### src/rtl/watch_time_bcd.sv
// Sequential binary-to-BCD converter for the watch time fields.
// Converts seconds, minutes, hours and days in parallel with a shared double-dabble step counter.
module watch_time_bcd #(
  parameter int P_SEC_BIT  = 6,
  parameter int P_MIN_BIT  = 6,
  parameter int P_HOUR_BIT = 5,
  parameter int P_DAY_BIT  = 9
) (
  input  logic        clk,
  input  logic        reset,
  input  logic        i_run_en,
  input  logic        i_start,
  input  logic [P_SEC_BIT-1:0]  i_sec,
  input  logic [P_MIN_BIT-1:0]  i_min,
  input  logic [P_HOUR_BIT-1:0] i_hour,
  input  logic [P_DAY_BIT-1:0]  i_day,
  output logic        o_busy,
  output logic        o_valid,
  output logic [7:0]  o_sec_bcd,
  output logic [7:0]  o_min_bcd,
  output logic [7:0]  o_hour_bcd,
  output logic [11:0] o_day_bcd
);

  localparam int LP_N  = P_DAY_BIT;
  localparam int LP_CW = $clog2(LP_N + 1);
  localparam logic [LP_CW-1:0] LP_LAST = LP_CW'(LP_N - 1);

  typedef enum logic {S_IDLE = 1'b0, S_CONV = 1'b1} state_t;

  // Add 3 to every BCD nibble that is 5 or more, ahead of the left shift.
  function automatic logic [11:0] f_adj3(input logic [11:0] v);
    logic [11:0] r;
    r = v;
    for (int k = 0; k < 3; k++) begin
      if (r[4*k +: 4] >= 4'd5) r[4*k +: 4] = r[4*k +: 4] + 4'd3;
    end
    return r;
  endfunction

  state_t            r_state, w_state_next;
  logic [LP_CW-1:0]  r_cnt;
  logic [LP_N-1:0]   r_sec_snap, r_min_snap, r_hour_snap, r_day_snap;
  logic [7:0]        r_sec_sc, r_min_sc, r_hour_sc;
  logic [11:0]       r_day_sc;
  logic              r_busy, r_valid;
  logic [7:0]        r_sec_bcd, r_min_bcd, r_hour_bcd;
  logic [11:0]       r_day_bcd;

  logic              w_load, w_step, w_done;
  logic [7:0]        w_sec_adj, w_min_adj, w_hour_adj;
  logic [11:0]       w_day_adj;
  logic [7:0]        w_sec_shift, w_min_shift, w_hour_shift;
  logic [11:0]       w_day_shift;

  assign w_sec_adj    = 8'(f_adj3({4'd0, r_sec_sc}));
  assign w_min_adj    = 8'(f_adj3({4'd0, r_min_sc}));
  assign w_hour_adj   = 8'(f_adj3({4'd0, r_hour_sc}));
  assign w_day_adj    = f_adj3(r_day_sc);
  assign w_sec_shift  = 8'({w_sec_adj, r_sec_snap[LP_N-1]});
  assign w_min_shift  = 8'({w_min_adj, r_min_snap[LP_N-1]});
  assign w_hour_shift = 8'({w_hour_adj, r_hour_snap[LP_N-1]});
  assign w_day_shift  = 12'({w_day_adj, r_day_snap[LP_N-1]});

  // The final step also accepts a held start, sustaining one result every N cycles.
  always_comb begin
    w_state_next = r_state;
    w_load       = 1'b0;
    w_step       = 1'b0;
    w_done       = 1'b0;
    case (r_state)
      S_IDLE: begin
        if (i_run_en && i_start) begin
          w_state_next = S_CONV;
          w_load       = 1'b1;
        end else begin
          w_state_next = S_IDLE;
        end
      end
      S_CONV: begin
        if (i_run_en) begin
          w_step = 1'b1;
          if (r_cnt == LP_LAST) begin
            w_done = 1'b1;
            if (i_start) begin
              w_state_next = S_CONV;
              w_load       = 1'b1;
            end else begin
              w_state_next = S_IDLE;
            end
          end else begin
            w_state_next = S_CONV;
          end
        end else begin
          w_state_next = S_CONV;
        end
      end
      default: w_state_next = S_IDLE;
    endcase
  end

  always_ff @(posedge clk) begin
    if (!reset) begin
      r_state     <= S_IDLE;
      r_cnt       <= '0;
      r_sec_snap  <= '0;
      r_min_snap  <= '0;
      r_hour_snap <= '0;
      r_day_snap  <= '0;
      r_sec_sc    <= 8'd0;
      r_min_sc    <= 8'd0;
      r_hour_sc   <= 8'd0;
      r_day_sc    <= 12'd0;
      r_busy      <= 1'b0;
      r_valid     <= 1'b0;
      r_sec_bcd   <= 8'd0;
      r_min_bcd   <= 8'd0;
      r_hour_bcd  <= 8'd0;
      r_day_bcd   <= 12'd0;
    end else begin
      r_state <= w_state_next;
      r_busy  <= (w_state_next == S_CONV);
      r_valid <= w_done;
      if (w_load) begin
        r_sec_snap  <= LP_N'(i_sec);
        r_min_snap  <= LP_N'(i_min);
        r_hour_snap <= LP_N'(i_hour);
        r_day_snap  <= LP_N'(i_day);
        r_sec_sc    <= 8'd0;
        r_min_sc    <= 8'd0;
        r_hour_sc   <= 8'd0;
        r_day_sc    <= 12'd0;
        r_cnt       <= '0;
      end else if (w_step) begin
        r_sec_snap  <= {r_sec_snap[LP_N-2:0], 1'b0};
        r_min_snap  <= {r_min_snap[LP_N-2:0], 1'b0};
        r_hour_snap <= {r_hour_snap[LP_N-2:0], 1'b0};
        r_day_snap  <= {r_day_snap[LP_N-2:0], 1'b0};
        r_sec_sc    <= w_sec_shift;
        r_min_sc    <= w_min_shift;
        r_hour_sc   <= w_hour_shift;
        r_day_sc    <= w_day_shift;
        r_cnt       <= r_cnt + LP_CW'(1);
      end else begin
        r_cnt <= r_cnt;
      end
      if (w_done) begin
        r_sec_bcd  <= w_sec_shift;
        r_min_bcd  <= w_min_shift;
        r_hour_bcd <= w_hour_shift;
        r_day_bcd  <= w_day_shift;
      end else begin
        r_sec_bcd  <= r_sec_bcd;
      end
    end
  end

  assign o_busy     = r_busy;
  assign o_valid    = r_valid;
  assign o_sec_bcd  = r_sec_bcd;
  assign o_min_bcd  = r_min_bcd;
  assign o_hour_bcd = r_hour_bcd;
  assign o_day_bcd  = r_day_bcd;

endmodule
### config.mk
export PLATFORM = sky130hd
export DESIGN_NAME = watch_time_bcd
export DESIGN_NICKNAME = d
export VERILOG_FILES = /design/src/rtl/watch_time_bcd.sv
export SDC_FILE = /design/constraint.sdc
export NUM_CORES = 1
export LEC_CHECK = 0
export CAP_MARGIN = 0
export CORE_MARGIN = 8
export CORE_UTILIZATION = 55
export DETAILED_ROUTE_END_ITERATION = 10
export GPL_ROUTABILITY_DRIVEN = 1
export PLACE_DENSITY = 0.88
export SLEW_MARGIN = 5
export SYNTH_ARGS = -nofsm -noshare
export SYNTH_HDL_FRONTEND = slang
export SYNTH_SLANG_ARGS = --single-unit
export TNS_END_PERCENT = 100
### constraint.sdc
create_clock -name clk -period 2.1 [get_ports clk]
set_input_delay 0.525 -clock clk [delete_from_list [all_inputs] [get_ports clk]]
set_output_delay 0.525 -clock clk [all_outputs]
set_load 0.03 [all_outputs]
## Word level (Yosys, flattened, before mapping)

Cells that the tools add are included.

- Register bits after elaboration: 114
- Logic and storage cells: 73
- Output and inout port bits: 38
- Bits of input ports: 30

- Add/sub/neg operators: 10
- Bitwise operators: 2
- Eq/ne operators: 1
- Reductions and logical operators: 3
- Magnitude comparators: 9
- Mux-type cells: 30

Operators with widths:

| cell | number |
|---|---|
| 4-bit by 3-bit >= comparator with 1-bit output (second input constant) | 9 |
| 6-bit 2-to-1 mux | 4 |
| 4-bit by 2-bit adder with 4-bit output (second input constant) | 5 |
| 4-bit 2-to-1 mux | 5 |
| 9-bit 2-to-1 mux | 2 |
| 3-bit by 2-bit adder with 3-bit output (second input constant) | 4 |
| 3-bit 2-to-1 mux | 4 |
| 1-bit 2-to-1 mux | 11 |
| 5-bit 2-to-1 mux | 2 |
| 4-bit by 1-bit adder with 4-bit output (second input constant) | 1 |
| 4-bit equality test (second input constant) | 1 |
| 1-bit case mux with 2 select lines | 2 |
| 1-bit NOT | 2 |
| 2-bit nonzero test | 1 |
| 2-bit OR reduction | 1 |
| 1-bit logical AND | 1 |

## Depth between registers and ports, before layout

- Word-level depth: 5
- Depth in mapped cells: 8
- Gate-level depth less buffers: 6

## Least setup slack after synthesis

Ideal clock, no wire load.

- Kind: register -> register
- Start point: register r_day_sc[4]
- End point: register r_day_sc[6]
- Path slack: 0.565 ns
- Clock period less this slack: 1.535 ns
- Arrival: 1.449 ns
- Buffers on the path: 0
- Setup time: 0.086 ns
- Data required time: 2.014 ns
- Stages on the path, launching flop included: 7
- Cells stage by stage: dfxtp_1 > inv_1 > ha_1 > nand2b_1 > a21oi_1 > mux2_2 > a211oi_1

- Word-level cells in the longest chain between the ends: 2
- Elaborated cells on any way between the ends: 3
- Classes of those cells: add/sub (1); order compare (1); mux (1)

RTL lines:

| item | RTL line | RTL |
|---|---|---|
| start, declared | 45 | `logic [11:0] r_day_sc;` |
| start signal, assigned | 142 | `r_day_sc <= w_day_shift;` |
| 4-bit by 2-bit adder with 4-bit output / 4-bit by 3-bit >= comparator with 1-bit output (equally long branches) | 36 | `if (r[4*k +: 4] >= 4'd5) r[4*k +: 4] = r[4*k +: 4] + 4'd3;` |
| 4-bit 2-to-1 mux (*) | 36 |  |

Every way passes the cells marked *; elsewhere a longest branch is shown, timed or not.
A chain may end at the register's enable or synchronous reset.

## Final worst setup path

- Start point: register r_sec_bcd[2] (netlist: o_sec_bcd[2])
- End point: output port o_sec_bcd[2]

RTL lines:

| item | RTL line | RTL |
|---|---|---|
| start, declared | 47 | `logic [7:0] r_sec_bcd, r_min_bcd, r_hour_bcd;` |
| start signal, assigned | 148 | `r_sec_bcd <= w_sec_shift;` |
| start signal, assigned | 153 | `r_sec_bcd <= r_sec_bcd;` |
| end, declared | 19 | `output logic [7:0] o_sec_bcd,` |

No word-level cell between the ends.

==> impl_metrics.env <==
export IMPL_worstReg2RegStart="r_day_sc[0]$_SDFFE_PP0P_"
export IMPL_fill_cells=624
export IMPL_cts_inserted_buffers=17
export IMPL_rr_worst_depth=6
export IMPL_setup_violations=0
export IMPL_max_cap_violations=0
export IMPL_first_global_vias=4440
export IMPL_ir_drop_mv=0.5443
export IMPL_die_w_um=111.7
export IMPL_htree_levels=4
export IMPL_hold_ws_ps=453.8
export IMPL_netlist_top_cells_count="114 x dfxtp_1, 71 x nand2_1, 52 x a21oi_1"
export IMPL_multi_input_area_um2=2441
export IMPL_die_y_um=111.7
export IMPL_cts_hold_buf=0
export IMPL_start_util_pct=55.61
export IMPL_cts_clk_slew_worst_paths_ps=60
export IMPL_cp_cell_sequence="clkdlybuf4s50_1"
export IMPL_ys_top_cells_by_area="dfxtp_1 45%, nand2_1 5.3%, a21oi_1 5.2%"
export IMPL_ys_async_sr_fraction_pct=0
export IMPL_crit_type="reg2out"
export IMPL_cp_slowest_cell="clkdlybuf4s50_1"
export IMPL_antenna_cells=0
export IMPL_synthCells=554
export IMPL_cts_tree="built"
export IMPL_cp_end_kind="output port"
export IMPL_finalNonFillerCells=738
export IMPL_ys_ff_latch=114
export IMPL_rows=35
export IMPL_slew_viol_final=0
export IMPL_rr_endpoint="r_day_sc[2]$_SDFFE_PP0P_"
export IMPL_fin_setup_tns_ps=0
export IMPL_regArea_um2=2282
export IMPL_grtUsageTotal_pct=20.19
export IMPL_core_um2=9065
export IMPL_p_leak_uw=0.002416
export IMPL_hold_path_startpoint="r_hour_snap[5]$_SDFFE_PP0P_"
export IMPL_cts_root_buf="clkbuf_8"
export IMPL_holdPathEnd="r_hour_snap[6]$_SDFFE_PP0P_"
export IMPL_rsz0062_at_grt="false"
export IMPL_holdPathStages=2
export IMPL_drc=1
export IMPL_fin_area_um2=6394
export IMPL_synth_most_common_cell="dfxtp_1"
export IMPL_worst_setup_path_start_kind="register"
export IMPL_finalCritPeriodShare_pct=98.72
export IMPL_synth_edf_count=0
export IMPL_fmax_mhz=482.3
export IMPL_synth_seq_area_share_pct=45.27
export IMPL_critPathTopFamily="buffers and inverters"
export IMPL_yosys_warnings=0
export IMPL_syn_to_final_growth_pct=26.83
export IMPL_dp_slack_ps=-7.319
export IMPL_clock_skew_ps=7.430
export IMPL_cts_setup_buffers=0
export IMPL_globalRoute_totalOverflow=0
export IMPL_gp_congestion=0.8240
export IMPL_placed_cell_area_um2=5799
export IMPL_drive_gt1_share_pct=9.888
export IMPL_drt_pre_antenna_iters=11
export IMPL_power_density_nw_per_um2=846.9
export IMPL_rrSetupSlack_ps=300
export IMPL_dr_total_vias=4386
export IMPL_slowest_delay_ps=680
export IMPL_drtIter0Drc=453
export IMPL_critical_path_buf_inv_count=1
export IMPL_crit_fanout=2
export IMPL_hold_viol_final=0
export IMPL_wire_per_inst_um=16.75
export IMPL_violations="design-rule violations"
export IMPL_synth_distinct_cells=37
export IMPL_nNetsFinal=666
export IMPL_cp_arrival_ps=1550
export IMPL_clockBufferDepth=2
export IMPL_port_buffers=67
export IMPL_clk_latency_ps=510
export IMPL_synthFlopType="dfxtp_1"
export IMPL_synth_top_cell_area_share_pct=45.27
export IMPL_worst_hold_path_type="reg2reg"
export IMPL_yosysTopAreaCell="dfxtp_1"
export IMPL_critPathRequiredTime_ps=1570
export IMPL_cts_sinks=114
export IMPL_place_detailed_hpwl_um=7727
export IMPL_dp_cells=708
export IMPL_vias_per_cell=5.943
export IMPL_layout_setup_ws_ps=26.78
export IMPL_worstMarginPinSlew_ps=431.7
export IMPL_ant_nets=0
export IMPL_drt_total_wl_um=12370
export IMPL_num_io_pins=68
export IMPL_status="complete, but fails checks"
export IMPL_grt_antenna_before_repair=0
export IMPL_die_area_um2=12480
export IMPL_avgSynthCellArea_um2=9.099
export IMPL_grt_first_pass_wirelength_um=20840
export IMPL_slew_headroom_pct=71.22
export IMPL_netlist_area_um2=5041
export IMPL_period_needed_ps=2073
export IMPL_grt_max_degree=40
export IMPL_synth_nets=604
## how the worst max path moves through the flow
stage	endpoint	start	slack, ps	cells after the start
after floorplan	r_day_sc[6]$_SDFFE_PP0P_	r_day_sc[4]$_SDFFE_PP0P_	570	6
after global placement	r_day_snap[8]$_SDFFE_PN0P_	i_run_en	90	6
after global routing	o_hour_bcd[4]	o_hour_bcd[4]$_SDFFE_PN0P_	0.8	1
after CTS	o_sec_bcd[2]	o_sec_bcd[2]$_SDFFE_PN0P_	8	1
final	o_sec_bcd[2]	o_sec_bcd[2]$_SDFFE_PN0P_	30	1
after detailed placement	r_sec_sc[1]$_SDFFE_PP0P_	i_run_en	-7	5
## cells by family after synthesis
| group | share of synthesized area, % |
|---|---|
| compound gates | 22.49 |
| simple gates | 16.60 |
| flops | 45.27 |
| buf+inv | 6.478 |
| fa+ha+maj | 4.964 |
| mux | 2.805 |
| xor+xnor | 1.390 |
## layout make-up
cell class                 instances  share of cell area [%]
timing repair buffer              80                   13.52
clock inverter                    10                   2.114
inverter                          23                   1.350
multi-input combinational        380                   38.18
clock buffer                      20                   6.967
sequential                       114                   35.69
tap                              111                   2.172
## state kept, by name, summed over array words and instances, names as in the netlist, 8 cells and up
signal       flops
r_sec_sc         8
r_hour_snap      9
r_day_snap       9
r_day_sc        12
o_day_bcd       12
o_sec_bcd        8
o_hour_bcd       8
o_min_bcd        8
r_hour_sc        8
r_sec_snap       9
r_min_sc         8
r_min_snap       9
## power by group
group	internal (uW)	switching, uW	total, uW
Combinational	159	182	341
Clock	1850	977	2830
Sequential	2210	40.7	2250
Total	4220	1200	5410
## placed cells by master (no fill, tap or decap), types with 2 or more instances in the layout
cell type        count
o211a_1              9
a21oi_1             52
nand2_1             71
mux2_2               9
dfxtp_1            114
nand2b_1            10
clkbuf_16           16
a211oi_2             3
buf_12               7
nor2_1              21
o31ai_1              4
nor3b_1             10
clkdlybuf4s50_1     59
mux2i_1              4
a211oi_1            20
clkinv_2             4
nand3_1             21
a222oi_1            22
clkbuf_8             3
clkinv_4             2
nor2b_1             30
o32ai_1              4
buf_4                6
dlymetal6s2s_1       6
o21ai_0             37
ha_1                20
o22ai_1             14
xnor2_1              6
bufinv_16            3
inv_1               23
xor2_1               2
## metal layers
| metal | part of all wire, % | up-vias | track usage [%] |
|---|---|---|---|
| met5 | 0 | - | 0 |
| met1 | 41 | 2059 | 22.89 |
| li1 | - | 2114 | - |
| met4 | 2.3 | 0 | 9.754 |
| met3 | 6.5 | 29 | 5.790 |
| met2 | 51 | 184 | 34.21 |
## stage by stage
stage,power (uW),util (%)
5_1_grt,5572,70.53
2_1_floorplan,2502,-
4_1_cts,5441,70.37
6_report,5415,70.53
3_5_place_dp,2623,63.98
3_3_place_gp,2607,63.98
## what timing repair did
| action | in CTS | in global routing |
|---|---|---|
| endpoints found under the hold margin | 0 | 0 |
| resized for setup | 1 | 6 |
| setup endpoints to repair | 1 | 6 |
Note: power is estimated with default switching activity, not from simulation.
